==> src/rtl/snake_pkg.sv <==
// Shared encodings, playfield geometry and the fixed obstacle list for the snake game.
package snake_pkg;

  localparam int unsigned GRID_W     = 40;
  localparam int unsigned GRID_H     = 30;
  localparam int unsigned XW         = 6;
  localparam int unsigned YW         = 5;
  localparam int unsigned LW         = 7;
  localparam int unsigned SW         = 8;
  localparam int unsigned MAX_LEN    = 72;
  localparam int unsigned INIT_LEN   = 3;
  localparam int unsigned START_X    = 20;
  localparam int unsigned START_Y    = 15;
  localparam int unsigned NUM_BLOCKS = 4;

  typedef enum logic [1:0] {
    MSM_IDLE = 2'b00,
    MSM_PLAY = 2'b01,
    MSM_WIN  = 2'b10,
    MSM_FAIL = 2'b11
  } msm_state_e;

  typedef enum logic [1:0] {
    DIR_UP    = 2'b00,
    DIR_DOWN  = 2'b01,
    DIR_LEFT  = 2'b10,
    DIR_RIGHT = 2'b11
  } dir_e;

  typedef enum logic [1:0] {
    S_WAIT   = 2'b00,
    S_SCAN   = 2'b01,
    S_COMMIT = 2'b10
  } scan_state_e;

  typedef struct packed {
    logic [XW-1:0] x;
    logic [YW-1:0] y;
  } cell_t;

  // Obstacle cells, highest index first: (25,12) (5,24) (34,5) (5,5)
  localparam logic [NUM_BLOCKS-1:0][XW+YW-1:0] BLOCK_LIST = {
    6'd25, 5'd12,
    6'd5,  5'd24,
    6'd34, 5'd5,
    6'd5,  5'd5
  };

  // True when the cell coincides with any obstacle.
  function automatic logic is_block(input cell_t c);
    logic hit;
    hit = 1'b0;
    for (int unsigned b = 0; b < NUM_BLOCKS; b++) begin
      if (cell_t'(BLOCK_LIST[b]) == c) hit = 1'b1;
    end
    return hit;
  endfunction

endpackage

==> src/rtl/snake_body_store.sv <==
// Snake body coordinate list: seg[0] is the head, shifted toward the tail on each commit.
module snake_body_store
  import snake_pkg::*;
(
  input  logic          CLK,
  input  logic          RESET,
  input  logic          init_i,
  input  logic          shift_i,
  input  cell_t         new_head_i,
  input  logic [LW-1:0] rd_idx_i,
  output cell_t         rd_cell_c_o,
  output cell_t         head_o
);

  cell_t seg_q [MAX_LEN];

  // Initial horizontal body facing right, or shift in a new head.
  always_ff @(posedge CLK) begin
    if (RESET || init_i) begin
      for (int k = 0; k < int'(MAX_LEN); k++) seg_q[k] <= '0;
      for (int k = 0; k < int'(INIT_LEN); k++) begin
        seg_q[k] <= '{x: XW'(int'(START_X) - k), y: YW'(START_Y)};
      end
    end else if (shift_i) begin
      for (int k = 1; k < int'(MAX_LEN); k++) seg_q[k] <= seg_q[k-1];
      seg_q[0] <= new_head_i;
    end
  end

  // Scan read port; indices past the storage depth read as empty.
  assign rd_cell_c_o = (rd_idx_i < LW'(MAX_LEN)) ? seg_q[rd_idx_i] : '0;
  assign head_o      = seg_q[0];

endmodule

==> src/rtl/snake_collision_scorer.sv <==
// Evaluates each move tick against walls, obstacles and the body, then commits the move and scores apples.
module snake_collision_scorer
  import snake_pkg::*;
(
  input  logic          CLK,
  input  logic          RESET,
  input  logic [1:0]    MSM_State,
  input  logic          MOVE_TICK,
  input  logic [1:0]    DIR,
  input  logic [XW-1:0] APPLE_X,
  input  logic [YW-1:0] APPLE_Y,
  output logic          Hit_wall_sig,
  output logic          Hit_body_sig,
  output logic          Hit_block_sig,
  output logic [SW-1:0] SCORE,
  output logic          APPLE_EATEN,
  output logic [XW-1:0] HEAD_X,
  output logic [YW-1:0] HEAD_Y,
  output logic [LW-1:0] LENGTH,
  output logic          BUSY
);

  scan_state_e   state_q, state_d;
  cell_t         next_q, next_d;
  logic          grow_q, grow_d;
  logic [LW-1:0] idx_q, idx_d;
  logic [LW-1:0] len_q, len_d;
  logic [SW-1:0] score_q, score_d;
  logic          hit_wall_q, hit_wall_d;
  logic          hit_body_q, hit_body_d;
  logic          hit_block_q, hit_block_d;
  logic          eaten_q, eaten_d;
  logic          busy_q, busy_d;

  logic          init_c;
  logic          play_c;
  logic          shift_c;
  logic          wall_c;
  cell_t         cand_c;
  cell_t         apple_c;
  cell_t         head_c;
  cell_t         rd_cell_c;
  logic [LW-1:0] scan_lim_c;

  assign init_c  = (MSM_State == MSM_IDLE);
  assign play_c  = (MSM_State == MSM_PLAY);
  assign apple_c = '{x: APPLE_X, y: APPLE_Y};

  snake_body_store u_body (
    .CLK         (CLK),
    .RESET       (RESET),
    .init_i      (init_c),
    .shift_i     (shift_c),
    .new_head_i  (next_q),
    .rd_idx_i    (idx_q),
    .rd_cell_c_o (rd_cell_c),
    .head_o      (head_c)
  );

  // Candidate head for the current direction and whether it leaves the playfield.
  always_comb begin
    cand_c = head_c;
    wall_c = 1'b0;
    case (DIR)
      DIR_UP: begin
        wall_c   = (head_c.y == '0);
        cand_c.y = head_c.y - YW'(1);
      end
      DIR_DOWN: begin
        wall_c   = (head_c.y == YW'(GRID_H - 1));
        cand_c.y = head_c.y + YW'(1);
      end
      DIR_LEFT: begin
        wall_c   = (head_c.x == '0);
        cand_c.x = head_c.x - XW'(1);
      end
      default: begin
        wall_c   = (head_c.x == XW'(GRID_W - 1));
        cand_c.x = head_c.x + XW'(1);
      end
    endcase
  end

  // Without growth the tail vacates, so its cell is excluded from the scan.
  assign scan_lim_c = grow_q ? (len_q - LW'(1)) : (len_q - LW'(2));

  // Next-state and datapath updates for wait/scan/commit.
  always_comb begin
    state_d     = state_q;
    next_d      = next_q;
    grow_d      = grow_q;
    idx_d       = idx_q;
    len_d       = len_q;
    score_d     = score_q;
    hit_wall_d  = hit_wall_q;
    hit_body_d  = hit_body_q;
    hit_block_d = hit_block_q;
    eaten_d     = 1'b0;
    shift_c     = 1'b0;

    case (state_q)
      S_WAIT: begin
        // A game with a collision already recorded accepts no further moves.
        if (MOVE_TICK && play_c && !(hit_wall_q || hit_body_q || hit_block_q)) begin
          if (wall_c) begin
            hit_wall_d = 1'b1;
          end else if (is_block(cand_c)) begin
            hit_block_d = 1'b1;
          end else begin
            next_d  = cand_c;
            grow_d  = (cand_c == apple_c);
            idx_d   = '0;
            state_d = S_SCAN;
          end
        end
      end
      S_SCAN: begin
        if (rd_cell_c == next_q) begin
          hit_body_d = 1'b1;
          state_d    = S_WAIT;
        end else if (idx_q == scan_lim_c) begin
          state_d = S_COMMIT;
        end else begin
          idx_d = idx_q + LW'(1);
        end
      end
      S_COMMIT: begin
        state_d = S_WAIT;
        if (play_c) begin
          shift_c = 1'b1;
          if (grow_q) begin
            len_d   = (len_q == LW'(MAX_LEN)) ? len_q : len_q + LW'(1);
            score_d = (score_q == '1) ? score_q : score_q + SW'(1);
            eaten_d = 1'b1;
          end
        end
      end
      default: state_d = S_WAIT;
    endcase

    busy_d = (state_d != S_WAIT);
  end

  // State and datapath registers; IDLE behaves like reset.
  always_ff @(posedge CLK) begin
    if (RESET || init_c) begin
      state_q     <= S_WAIT;
      next_q      <= '0;
      grow_q      <= 1'b0;
      idx_q       <= '0;
      len_q       <= LW'(INIT_LEN);
      score_q     <= '0;
      hit_wall_q  <= 1'b0;
      hit_body_q  <= 1'b0;
      hit_block_q <= 1'b0;
      eaten_q     <= 1'b0;
      busy_q      <= 1'b0;
    end else begin
      state_q     <= state_d;
      next_q      <= next_d;
      grow_q      <= grow_d;
      idx_q       <= idx_d;
      len_q       <= len_d;
      score_q     <= score_d;
      hit_wall_q  <= hit_wall_d;
      hit_body_q  <= hit_body_d;
      hit_block_q <= hit_block_d;
      eaten_q     <= eaten_d;
      busy_q      <= busy_d;
    end
  end

  assign Hit_wall_sig  = hit_wall_q;
  assign Hit_body_sig  = hit_body_q;
  assign Hit_block_sig = hit_block_q;
  assign SCORE         = score_q;
  assign APPLE_EATEN   = eaten_q;
  assign HEAD_X        = head_c.x;
  assign HEAD_Y        = head_c.y;
  assign LENGTH        = len_q;
  assign BUSY          = busy_q;

endmodule
==> config.mk <==
export PLATFORM = sky130hd
export DESIGN_NAME = snake_collision_scorer
export DESIGN_NICKNAME = d
export VERILOG_FILES = /design/src/rtl/snake_pkg.sv /design/src/rtl/snake_body_store.sv /design/src/rtl/snake_collision_scorer.sv
export SDC_FILE = /design/constraint.sdc
export NUM_CORES = 1
export LEC_CHECK = 0
export ABC_CLOCK_PERIOD_IN_PS = 51600
export BUFFER_PORTS_ARGS = -buffer_cell sky130_fd_sc_hd__buf_4
export CAP_MARGIN = 20
export CELL_PAD_IN_SITES_DETAIL_PLACEMENT = 1
export CELL_PAD_IN_SITES_GLOBAL_PLACEMENT = 1
export CORE_MARGIN = 2
export CORE_UTILIZATION = 46
export CTS_BUF_LIST = sky130_fd_sc_hd__clkbuf_2
export CTS_CLUSTER_SIZE = 10
export DETAILED_ROUTE_END_ITERATION = 6
export PLACE_DENSITY = 0.79
export SYNTH_ARGS = -nofsm -noshare
export SYNTH_HDL_FRONTEND = slang
export SYNTH_SLANG_ARGS = --single-unit
==> constraint.sdc <==
create_clock -name CLK -period 51.6 [get_ports CLK]
set_input_delay 7.74 -clock CLK [delete_from_list [all_inputs] [get_ports CLK]]
set_output_delay 7.74 -clock CLK [all_outputs]
set_load 0.1 [all_outputs]
==> flow_summary.html, run 1 <==
<table>
<tr><th>Metric</th><th>Value</th></tr>
<tr><th colspan="2">Clock network</th></tr>
<tr><td>Total CTS buffers</td><td>208</td></tr>
<tr><td>PostCTS Resize Cnt</td><td>0</td></tr>
<tr><td>Number of buffers on the longest clock path</td><td>3</td></tr>
<tr><td>Clock tree from TritonCTS</td><td>yes</td></tr>
<tr><td>Num Clock Sinks</td><td>840</td></tr>
<tr><td>Worst skew pair latency</td><td>1.44 ns</td></tr>
<tr><td>Number of buffers added to fix hold violations after cts</td><td>0</td></tr>
<tr><td>Clock transition at the registers of the reported paths</td><td>0.11 ns</td></tr>
<tr><td>Total setup buffers inserted after CTS</td><td>0</td></tr>
<tr><td>CTS H-tree lvls</td><td>4</td></tr>
<tr><td>Root buffer cell</td><td>sky130_fd_sc_hd__clkbuf_2</td></tr>
<tr><th colspan="2">Synthesis</th></tr>
<tr><td>Number of synthesized register bits</td><td>840</td></tr>
<tr><td>Top cells by area, synth</td><td>sky130_fd_sc_hd__edfxtp_1 (61%), sky130_fd_sc_hd__and2_1 (12%), sky130_fd_sc_hd__mux4_2 (9.5%)</td></tr>
<tr><td>Most area-hungry cell type in the Yosys netlist</td><td>sky130_fd_sc_hd__edfxtp_1</td></tr>
<tr><td>Synth cell types</td><td>77</td></tr>
<tr><td>Portion of synthesized cell area occupied by the leading cell type</td><td>60.78%</td></tr>
<tr><td>Count of yosys warnings during synthesis</td><td>0</td></tr>
<tr><td>Netlist area before placement</td><td>39,130 µm²</td></tr>
<tr><td>Number of synthesized flops with an enable pin</td><td>792</td></tr>
<tr><td>Sequential element share of the synthesized area</td><td>63.24%</td></tr>
<tr><td>Mean cell area of the mapped netlist</td><td>14.68 µm²</td></tr>
<tr><td>Number of instances in the synthesized netlist</td><td>2,666</td></tr>
<tr><td>Main synth FF type</td><td>sky130_fd_sc_hd__edfxtp_1</td></tr>
<tr><td>Ys async rst share</td><td>0%</td></tr>
<tr><td>Net count of the mapped netlist</td><td>2,697</td></tr>
<tr><th colspan="2">Critical path</th></tr>
<tr><td>Cell seen most often among critical-path stages</td><td>sky130_fd_sc_hd__buf_4</td></tr>
<tr><td>CP endpoint kind</td><td>flip-flop</td></tr>
<tr><td>Launching element type of the critical path</td><td>primary input</td></tr>
<tr><td>Worst setup path category</td><td>primary input to flip-flop</td></tr>
<tr><td>Critical Path AT</td><td>12.38 ns</td></tr>
<tr><td>Slowest stage cell, crit path</td><td>sky130_fd_sc_hd__buf_4</td></tr>
<tr><td>Largest stage delay on the critical path</td><td>0.91 ns</td></tr>
<tr><td>Gate family responsible for the most delay along the worst path</td><td>buffers and inverters</td></tr>
<tr><td>Max FO, Critical Path</td><td>209</td></tr>
<tr><td>Data required time of the critical path</td><td>52.61 ns</td></tr>
<tr><td>Buf+Inv Stages, Crit Path</td><td>5</td></tr>
<tr><td>Series of cell instances along the critical path</td><td>buf_4 &gt; nor3b_1 &gt; and2_1 &gt; buf_4 &gt; nand2b_4 &gt; buf_4 &gt; buf_12 &gt; buf_4</td></tr>
<tr><th colspan="2">Finish</th></tr>
<tr><td>Final Non-Filler Cells</td><td>4,072</td></tr>
<tr><td>Share of final-layout standard cells stronger than drive strength 1</td><td>20.55%</td></tr>
<tr><td>Nets</td><td>2,806</td></tr>
<tr><td>Area growth from synthesis to layout</td><td>8.068%</td></tr>
<tr><td>Core Util, Final</td><td>50.37%</td></tr>
<tr><th colspan="2">STA</th></tr>
<tr><td>RSZ-0062 raised after global routing</td><td>no</td></tr>
<tr><td>Final hold violation count</td><td>0</td></tr>
<tr><td>Layout Skew</td><td>0.1123 ns</td></tr>
<tr><td>Worst slew margin relative to its limit</td><td>17.29%</td></tr>
<tr><td>Setup TNS after final layout</td><td>0 ns</td></tr>
<tr><td>Time the worst path needs with I/O delays and setup</td><td>11.37 ns</td></tr>
<tr><td>Setup violation total in the final timing report</td><td>0</td></tr>
<tr><td>Highest achievable clock rate</td><td>87.96 MHz</td></tr>
<tr><td>Worst-margin pin slew</td><td>1.241 ns</td></tr>
<tr><td>Share of the cycle needed by the critical path after routing</td><td>22.03%</td></tr>
<tr><td>Final Slew Violations</td><td>0</td></tr>
<tr><td>Tightest hold margin</td><td>0.4469 ns</td></tr>
<tr><th colspan="2">Global routing</th></tr>
<tr><td>Grt total ovfl</td><td>0</td></tr>
<tr><td>Most heavily used metal layer in global routing</td><td>met2</td></tr>
<tr><td>Global-route met3 utilization</td><td>4.047%</td></tr>
<tr><td>Vias in the first global route</td><td>24,770</td></tr>
<tr><td>Largest net degree at the start of global routing</td><td>353</td></tr>
<tr><td>Number of antenna violations at the first check in global routing</td><td>3</td></tr>
<tr><td>Total global routing track utilization</td><td>21.72%</td></tr>
<tr><td>Global-route met1 utilization</td><td>29.57%</td></tr>
<tr><td>Global-route wire length before repair</td><td>146.2 mm</td></tr>
<tr><td>Met2 track demand over resource in global routing</td><td>35.00%</td></tr>
<tr><th colspan="2">Place</th></tr>
<tr><td>DP Cell Count</td><td>3,697</td></tr>
<tr><td>Post-DP HPWL</td><td>55.98 mm</td></tr>
<tr><td>Port buffer count</td><td>48</td></tr>
<tr><td>GPL Wtd Cong</td><td>0.8169</td></tr>
<tr><th colspan="2">Detailed routing</th></tr>
<tr><td>Post-detailed-route count of antenna-violating nets</td><td>0</td></tr>
<tr><td>Initial detailed-routing violation count</td><td>2,064</td></tr>
<tr><td>Wire length per cell</td><td>22.81 µm</td></tr>
<tr><td>Vias</td><td>23,080</td></tr>
<tr><td>Number of iterations in the first detailed-routing pass</td><td>7</td></tr>
<tr><td>Routed WL</td><td>92.90 mm</td></tr>
<tr><td>Detail-routed via count per cell</td><td>5.669</td></tr>
<tr><td>DRC viols</td><td>2</td></tr>
<tr><th colspan="2">Die</th></tr>
<tr><td>IO Count</td><td>49</td></tr>
<tr><td>Die Ht</td><td>295.6 µm</td></tr>
<tr><td>Area of the core region</td><td>83,950 µm²</td></tr>
<tr><td>Die Wd</td><td>295.6 µm</td></tr>
<tr><td>Site row count</td><td>106</td></tr>
<tr><td>Floorplan die area</td><td>87,410 µm²</td></tr>
<tr><td>Starting density of the core</td><td>46.60%</td></tr>
<tr><th colspan="2">Status</th></tr>
<tr><td>Status</td><td>finished with violations</td></tr>
<tr><td>Violations in the final reports</td><td>design-rule violations</td></tr>
<tr><th colspan="2">Min path</th></tr>
<tr><td>Classification of the worst-slack hold path</td><td>flip-flop to flip-flop</td></tr>
<tr><th colspan="2">Power</th></tr>
<tr><td>Worst-case vdd ir drop</td><td>0.01728 mV</td></tr>
<tr><td>Leakage power of the design</td><td>0.01539 µW</td></tr>
<tr><td>Power per cell area</td><td>31.49 nW/µm²</td></tr>
<tr><th colspan="2">Run</th></tr>
<tr><td>Maxcap violations</td><td>0</td></tr>
</table>
per-stage QoR:
stage / instance area, µm² / total power (µW) / worst slack, ns
floorplan: 39130 / 888.8 / 23.10
global placement: 40300 / 876.2 / 39.13
detailed placement: 40300 / 882.1 / 38.87
CTS: 42220 / 1348 / 40.48
global route: 42280 / 1386 / 40.03
finish: 42280 / 1331 / 40.23
metal layers:
metal	routed length, µm	vias to the layer above	share of wire (%)
li1	-	10220	-
met1	39490	12000	43
met2	45880	695	49
met3	5201	172	5.6
met4	2324	0	2.5
met5	0	-	0
sequential cells by signal, summed over array words and instances (netlist names), named ones only:
register       flops
Hit_wall_sig       1
Hit_body_sig       1
next_q            11
grow_q             1
SCORE              8
BUSY               1
u_body.seg_q     792
APPLE_EATEN        1
idx_q              7
state_q            2
Hit_block_sig      1
LENGTH             7
placed cells by master, fill, tap and decap left out, drive strengths merged, types with 8 or more instances in the layout:
cell type    n
edfxtp     792
and2       781
clkbuf     294
mux4       170
nand2      110
mux2i       95
buf         85
nor2        66
clkinv      63
dfxtp       48
nand3       26
xnor2       25
o21ai       25
a21oi       23
inv         20
o22ai       19
xor2        19
nor3        15
a31oi       15
a22o        15
a211oi      14
mux2        14
o2111ai     12
and3        12
ha          12
o221ai      11
nor2b       11
nand4       10
or3          9
a211o        8
a22oi        8
nand2b       8
nor4         8
a221oi       8
final timing paths:
path	cells after the start	endpoint	slack, ns	startpoint
setup reg to reg	11	flip-flop	45.81	flip-flop
hold / removal	1	u_body.seg_q[52][1]	0.45	u_body.seg_q[51][1]
hold reg to reg	1	u_body.seg_q[52][1]	0.45	u_body.seg_q[51][1]
setup / recovery	8	u_body.seg_q[45][5]	40.23	MSM_State[1]
logic make-up (layout without fill, tap and decap cells):
| kind of cell | Yosys count | in the layout | synth area share, % |
|---|---|---|---|
| and+or+nand+nor | 1088 | 1088 | 16.33 |
| other | 0 | 4 | 0 |
| buffers and inverters | 201 | 469 | 2.558 |
| adders and majority gates | 13 | 13 | 0.4349 |
| AOI/OAI and AO/OA | 201 | 201 | 3.783 |
| muxes | 279 | 279 | 12.67 |
| xor gates and xnor gates | 44 | 44 | 0.9849 |
| DFF | 840 | 840 | 63.24 |
power by group:
group	total [µW]	switching, µW	leakage (µW)	internal (µW)
clock	464	285	0.00142	180
sequential	799	20.9	0.00884	778
combinational	68.0	42.8	0.00512	25.2
total	1330	348	0.0154	983
worst reg2reg max path, delay by kind of cell, from the launching register on:
kind	cells	cell delay (ns)
AO/OA/AOI/OAI	4	1.28
buffers and inverters	3	2.06
flip-flops	1	0.54
multiplexers	2	0.85
AND/OR/NAND/NOR	2	0.96
Yosys cell counts (6+ instances only):
master and count:
sky130_fd_sc_hd__and3_1 12, sky130_fd_sc_hd__buf_4 10, sky130_fd_sc_hd__nor4_1 7, sky130_fd_sc_hd__xor2_1 19, sky130_fd_sc_hd__a221oi_1 7, sky130_fd_sc_hd__and2_1 781, sky130_fd_sc_hd__buf_1 6, sky130_fd_sc_hd__nor3b_1 6
sky130_fd_sc_hd__mux2i_1 95, sky130_fd_sc_hd__dfxtp_1 48, sky130_fd_sc_hd__or3_1 9, sky130_fd_sc_hd__a211o_1 8, sky130_fd_sc_hd__nor2_1 66, sky130_fd_sc_hd__a22oi_1 8, sky130_fd_sc_hd__o211ai_1 7, sky130_fd_sc_hd__clkbuf_1 119
sky130_fd_sc_hd__xnor2_1 25, sky130_fd_sc_hd__nor2b_1 11, sky130_fd_sc_hd__a21oi_1 23, sky130_fd_sc_hd__buf_2 34, sky130_fd_sc_hd__nand2b_1 8, sky130_fd_sc_hd__inv_1 14, sky130_fd_sc_hd__ha_1 12, sky130_fd_sc_hd__mux4_2 165
sky130_fd_sc_hd__a31oi_1 15, sky130_fd_sc_hd__edfxtp_1 792, sky130_fd_sc_hd__a211oi_1 14, sky130_fd_sc_hd__buf_6 12, sky130_fd_sc_hd__mux2_2 14, sky130_fd_sc_hd__nand3_1 26, sky130_fd_sc_hd__a22o_1 15, sky130_fd_sc_hd__o21ai_0 23
sky130_fd_sc_hd__nor3_1 15, sky130_fd_sc_hd__o2111ai_1 12, sky130_fd_sc_hd__nand2_1 110, sky130_fd_sc_hd__o221ai_1 11, sky130_fd_sc_hd__nand4_1 8, sky130_fd_sc_hd__o22ai_1 19
layout make-up:
class                   count  area, µm²
clock inverters            75      441.7
inverters                  15      56.30
fillers                  8378      41670
multi-input cells        1625      13410
well taps                1134       1419
flip-flops and latches    840      24760
diodes                      4      10.01
repair buffers             85      715.7
clock buffers             294       1471
No activity file was read; power rests on OpenSTA's default activity.
==> run 2: changes to the inputs <==
Settings changed: ABC_CLOCK_PERIOD_IN_PS 51600 to 11900.
Clock period 51.6 ns to 11.9 ns, I/O delays scaled along.
==> run 2 against run 1 <==
  * The flow now finishes without violations
  * Via count fell by 0.65%
  * Clock power rose to 4.2 times the previous value
  * Die area unchanged
  * Utilization about the same
  * Wire length is essentially flat
  * Critical path depth up 3
  * Final cell count fell by 0.12%
  * Sequential power rose to 4.3 times the previous value
  * Non-clock buffer count rose by 1
  * Register-to-register slack worse by 39 ns
  * Largest cell class unchanged
  * Highest routed layer unchanged
==> flow_summary.html, run 2 (synthesized netlist as in run 1, its figures left out) <==
<table>
<tr><th>Metric</th><th>Value</th></tr>
<tr><th colspan="2">Min path</th></tr>
<tr><td>End of the worst hold path</td><td>u_body.seg_q[70][0]</td></tr>
<tr><td>Start point of the worst hold path</td><td>u_body.seg_q[69][0]</td></tr>
<tr><td>Count of cells along the worst hold path</td><td>1 (unchanged)</td></tr>
<tr><td>Classification of the worst-slack hold path</td><td>flip-flop to flip-flop</td></tr>
<tr><th colspan="2">Critical path</th></tr>
<tr><td>CP endpoint kind</td><td>flip-flop</td></tr>
<tr><td>Launching element type of the critical path</td><td>flip-flop</td></tr>
<tr><td>Internal reg-to-reg setup slack</td><td>6.36 ns (-39.45 ns)</td></tr>
<tr><td>Data required time of the critical path</td><td>13.23 ns (-39.38 ns)</td></tr>
<tr><td>Critical Path AT</td><td>6.87 ns (-5.51 ns)</td></tr>
<tr><td>Max FO, Critical Path</td><td>79 (-62%)</td></tr>
<tr><td>Worst setup path category</td><td>flip-flop to flip-flop</td></tr>
<tr><td>Reg2Reg Depth</td><td>11 (unchanged)</td></tr>
<tr><th colspan="2">STA</th></tr>
<tr><td>Final hold violation count</td><td>0 (unchanged)</td></tr>
<tr><td>Highest achievable clock rate</td><td>180.6 MHz</td></tr>
<tr><td>Setup violation total in the final timing report</td><td>0 (unchanged)</td></tr>
<tr><td>Time the worst path needs with I/O delays and setup</td><td>5.536 ns</td></tr>
<tr><td>Final Slew Violations</td><td>0 (unchanged)</td></tr>
<tr><td>Worst slew margin relative to its limit</td><td>27.57% (+10 points)</td></tr>
<tr><td>Minimum setup slack in the final design</td><td>6.364 ns (-33.87 ns)</td></tr>
<tr><td>Layout Skew</td><td>0.1370 ns (+0.02472 ns)</td></tr>
<tr><td>Share of the cycle needed by the critical path after routing</td><td>46.52%</td></tr>
<tr><td>Setup TNS after final layout</td><td>0 ns (unchanged)</td></tr>
<tr><td>RSZ-0062 raised after global routing</td><td>no</td></tr>
<tr><td>Worst-margin pin slew</td><td>1.086 ns (-0.1542 ns)</td></tr>
<tr><th colspan="2">Clock network</th></tr>
<tr><td>Root buffer cell</td><td>sky130_fd_sc_hd__clkbuf_2</td></tr>
<tr><td>Number of buffers added to fix hold violations after cts</td><td>0 (unchanged)</td></tr>
<tr><td>CTS H-tree lvls</td><td>4 (unchanged)</td></tr>
<tr><td>Num Clock Sinks</td><td>840 (unchanged)</td></tr>
<tr><td>Number of buffers on the longest clock path</td><td>3 (unchanged)</td></tr>
<tr><td>Clock tree from TritonCTS</td><td>yes</td></tr>
<tr><td>Total CTS buffers</td><td>208 (unchanged)</td></tr>
<tr><td>Total setup buffers inserted after CTS</td><td>0 (unchanged)</td></tr>
<tr><td>Worst skew pair latency</td><td>1.48 ns (+0.04 ns)</td></tr>
<tr><td>Clock transition at the registers of the reported paths</td><td>0.11 ns (about the same)</td></tr>
<tr><td>PostCTS Resize Cnt</td><td>0 (unchanged)</td></tr>
<tr><th colspan="2">Run</th></tr>
<tr><td>Maxcap violations</td><td>0 (unchanged)</td></tr>
<tr><th colspan="2">Die</th></tr>
<tr><td>Area of the core region</td><td>83,950 µm² (unchanged)</td></tr>
<tr><td>IO Count</td><td>49 (unchanged)</td></tr>
<tr><td>Die Wd</td><td>295.6 µm (unchanged)</td></tr>
<tr><td>Die Ht</td><td>295.6 µm (unchanged)</td></tr>
<tr><td>Floorplan die area</td><td>87,410 µm² (unchanged)</td></tr>
<tr><td>Site row count</td><td>106 (unchanged)</td></tr>
<tr><td>Starting density of the core</td><td>46.60% (unchanged)</td></tr>
<tr><th colspan="2">Power</th></tr>
<tr><td>Net switching fraction of the power</td><td>26.04% (-0.12 points)</td></tr>
<tr><td>Switching power</td><td>1487 µW (+330%)</td></tr>
<tr><td>Power per cell area</td><td>135.1 nW/µm² (+330%)</td></tr>
<tr><td>Relative contribution of combinational cells to total power</td><td>5.2% (about the same)</td></tr>
<tr><td>Seq pwr share</td><td>60.7% (+0.7 points)</td></tr>
<tr><td>Total power of the final layout</td><td>5712 µW (+330%)</td></tr>
<tr><td>Worst-case vdd ir drop</td><td>0.09631 mV (+460%)</td></tr>
<tr><td>Clock share of power</td><td>34.1% (-0.8 points)</td></tr>
<tr><td>Internal</td><td>4225 µW (+330%)</td></tr>
<tr><td>Leakage power of the design</td><td>0.01541 µW (+0.10%)</td></tr>
<tr><th colspan="2">Global routing</th></tr>
<tr><td>Vias in the first global route</td><td>24,650 (-0.49%)</td></tr>
<tr><td>Largest net degree at the start of global routing</td><td>179 (-49%)</td></tr>
<tr><td>Number of antenna violations at the first check in global routing</td><td>1 (-2)</td></tr>
<tr><td>Total global routing track utilization</td><td>21.79% (+0.074 points)</td></tr>
<tr><td>Grt total ovfl</td><td>0 (unchanged)</td></tr>
<tr><td>Global-route wire length before repair</td><td>147.0 mm (+0.53%)</td></tr>
<tr><th colspan="2">Finish</th></tr>
<tr><td>Leading cell type in the layout, fill and taps excluded</td><td>sky130_fd_sc_hd__edfxtp_1</td></tr>
<tr><td>Area growth from synthesis to layout</td><td>8.042% (about the same)</td></tr>
<tr><td>Nets</td><td>2,807 (+0.036%)</td></tr>
<tr><td>Flip-flop count of the largest register, all copies and words added</td><td>792 (unchanged)</td></tr>
<tr><td>Final Non-Filler Cells</td><td>4,067 (-0.12%)</td></tr>
<tr><td>Number of fill cells in the layout</td><td>8,387 (+0.11%)</td></tr>
<tr><td>Register bank with the most flops</td><td>u_body.seg_q</td></tr>
<tr><td>Share of final-layout standard cells stronger than drive strength 1</td><td>21.09% (+0.54 points)</td></tr>
<tr><td>Core Util, Final</td><td>50.35% (about the same)</td></tr>
<tr><td>Most used cells in the layout excluding fill and tap cells</td><td>sky130_fd_sc_hd__edfxtp_1 (792), sky130_fd_sc_hd__and2_1 (781), sky130_fd_sc_hd__clkbuf_2 (312)</td></tr>
<tr><th colspan="2">Detailed routing</th></tr>
<tr><td>DRC viols</td><td>0 (-2)</td></tr>
<tr><td>Initial detailed-routing violation count</td><td>2,199 (+6.5%)</td></tr>
<tr><td>Post-detailed-route count of antenna-violating nets</td><td>0 (unchanged)</td></tr>
<tr><td>Detail-routed via count per cell</td><td>5.639 (-0.53%)</td></tr>
<tr><td>Routed WL</td><td>92.89 mm (about the same)</td></tr>
<tr><td>Wire length per cell</td><td>22.84 µm (+0.12%)</td></tr>
<tr><td>Number of iterations in the first detailed-routing pass</td><td>6 (-1)</td></tr>
<tr><td>Vias</td><td>22,930 (-0.65%)</td></tr>
<tr><th colspan="2">Place</th></tr>
<tr><td>Post-Place Setup Slack</td><td>5.875 ns (-32.99 ns)</td></tr>
<tr><td>DP Cell Count</td><td>3,695 (-0.054%)</td></tr>
<tr><td>GPL Wtd Cong</td><td>0.8053 (-1.4%)</td></tr>
<tr><td>Port buffer count</td><td>48 (unchanged)</td></tr>
<tr><td>Post-DP HPWL</td><td>56.46 mm (+0.85%)</td></tr>
<tr><th colspan="2">Status</th></tr>
<tr><td>Status</td><td>complete, no violations</td></tr>
</table>
run 2: critical path: stages (launching register included):
cell	delay (ns)
sky130_fd_sc_hd__dfxtp_4	0.79
sky130_fd_sc_hd__buf_4	0.71
sky130_fd_sc_hd__buf_12	0.50
sky130_fd_sc_hd__mux4_2	0.40
sky130_fd_sc_hd__mux2i_1	0.14
sky130_fd_sc_hd__o21ai_0	0.14
sky130_fd_sc_hd__o21ai_0	0.87
sky130_fd_sc_hd__o32ai_1	0.22
sky130_fd_sc_hd__nor4_1	0.29
sky130_fd_sc_hd__nand4_2	0.41
sky130_fd_sc_hd__or4_1	0.59
sky130_fd_sc_hd__a31oi_1	0.23
run 2: metal layers:
metal / vias up / share of wire (%) / track usage (%)
li1: 10210 / - / -
met1: 11910 / 43 / 30.13
met2: 646 / 49 / 34.97
met3: 165 / 5.1 / 3.920
met4: 0 / 2.1 / 7.305
met5: - / 0 / 0
run 2: worst max path at each step:
stage | from | endpoint | slack (ns)
4_1_cts | flip-flop | flip-flop | 6.29
6_report | flip-flop | flip-flop | 6.36
5_1_grt | flip-flop | flip-flop | 5.97
2_1_floorplan | MSM_State[1] | u_body.seg_q[0][0] | 3.36
3_5_place_dp | DIR[1] | flip-flop | 5.87
3_3_place_gp | DIR[1] | flip-flop | 6.08
run 2: through the flow:
| step | hold WS (ns) | instance area (µm²) |
|---|---|---|
| global route | 0.4217 | 42260 |
| detailed placement | 0.4972 | 40300 |
| CTS | 0.3232 | 42130 |
| global placement | 0.4840 | 40300 |
| finish | 0.4942 | 42270 |
| floorplan | 0.4676 | 39130 |
run 2: power by group through the flow:
| stage | combinational [µW] | clock [µW] | sequential, µW |
|---|---|---|---|
| after floorplan | 203 | 0 | 3540 |
| after global placement | 286 | 0 | 3510 |
| after detailed placement | 297 | 0 | 3530 |
| after CTS | 297 | 2010 | 3460 |
| after global routing | 320 | 2160 | 3480 |
| final | 297 | 1950 | 3470 |
run 2: cell type report:
cell class                 count  area, µm²  share of cell area (%)
sequential                   840      24760                   58.57
multi-input combinational   1625      13410                   31.73
clock buffer                 312       1562                   3.694
tap                         1134       1419                   3.356
timing repair buffer          86      783.3                   1.853
clock inverter                47      264.0                  0.6245
inverter                      15      56.30                  0.1332
antenna                        8      20.02                 0.04736
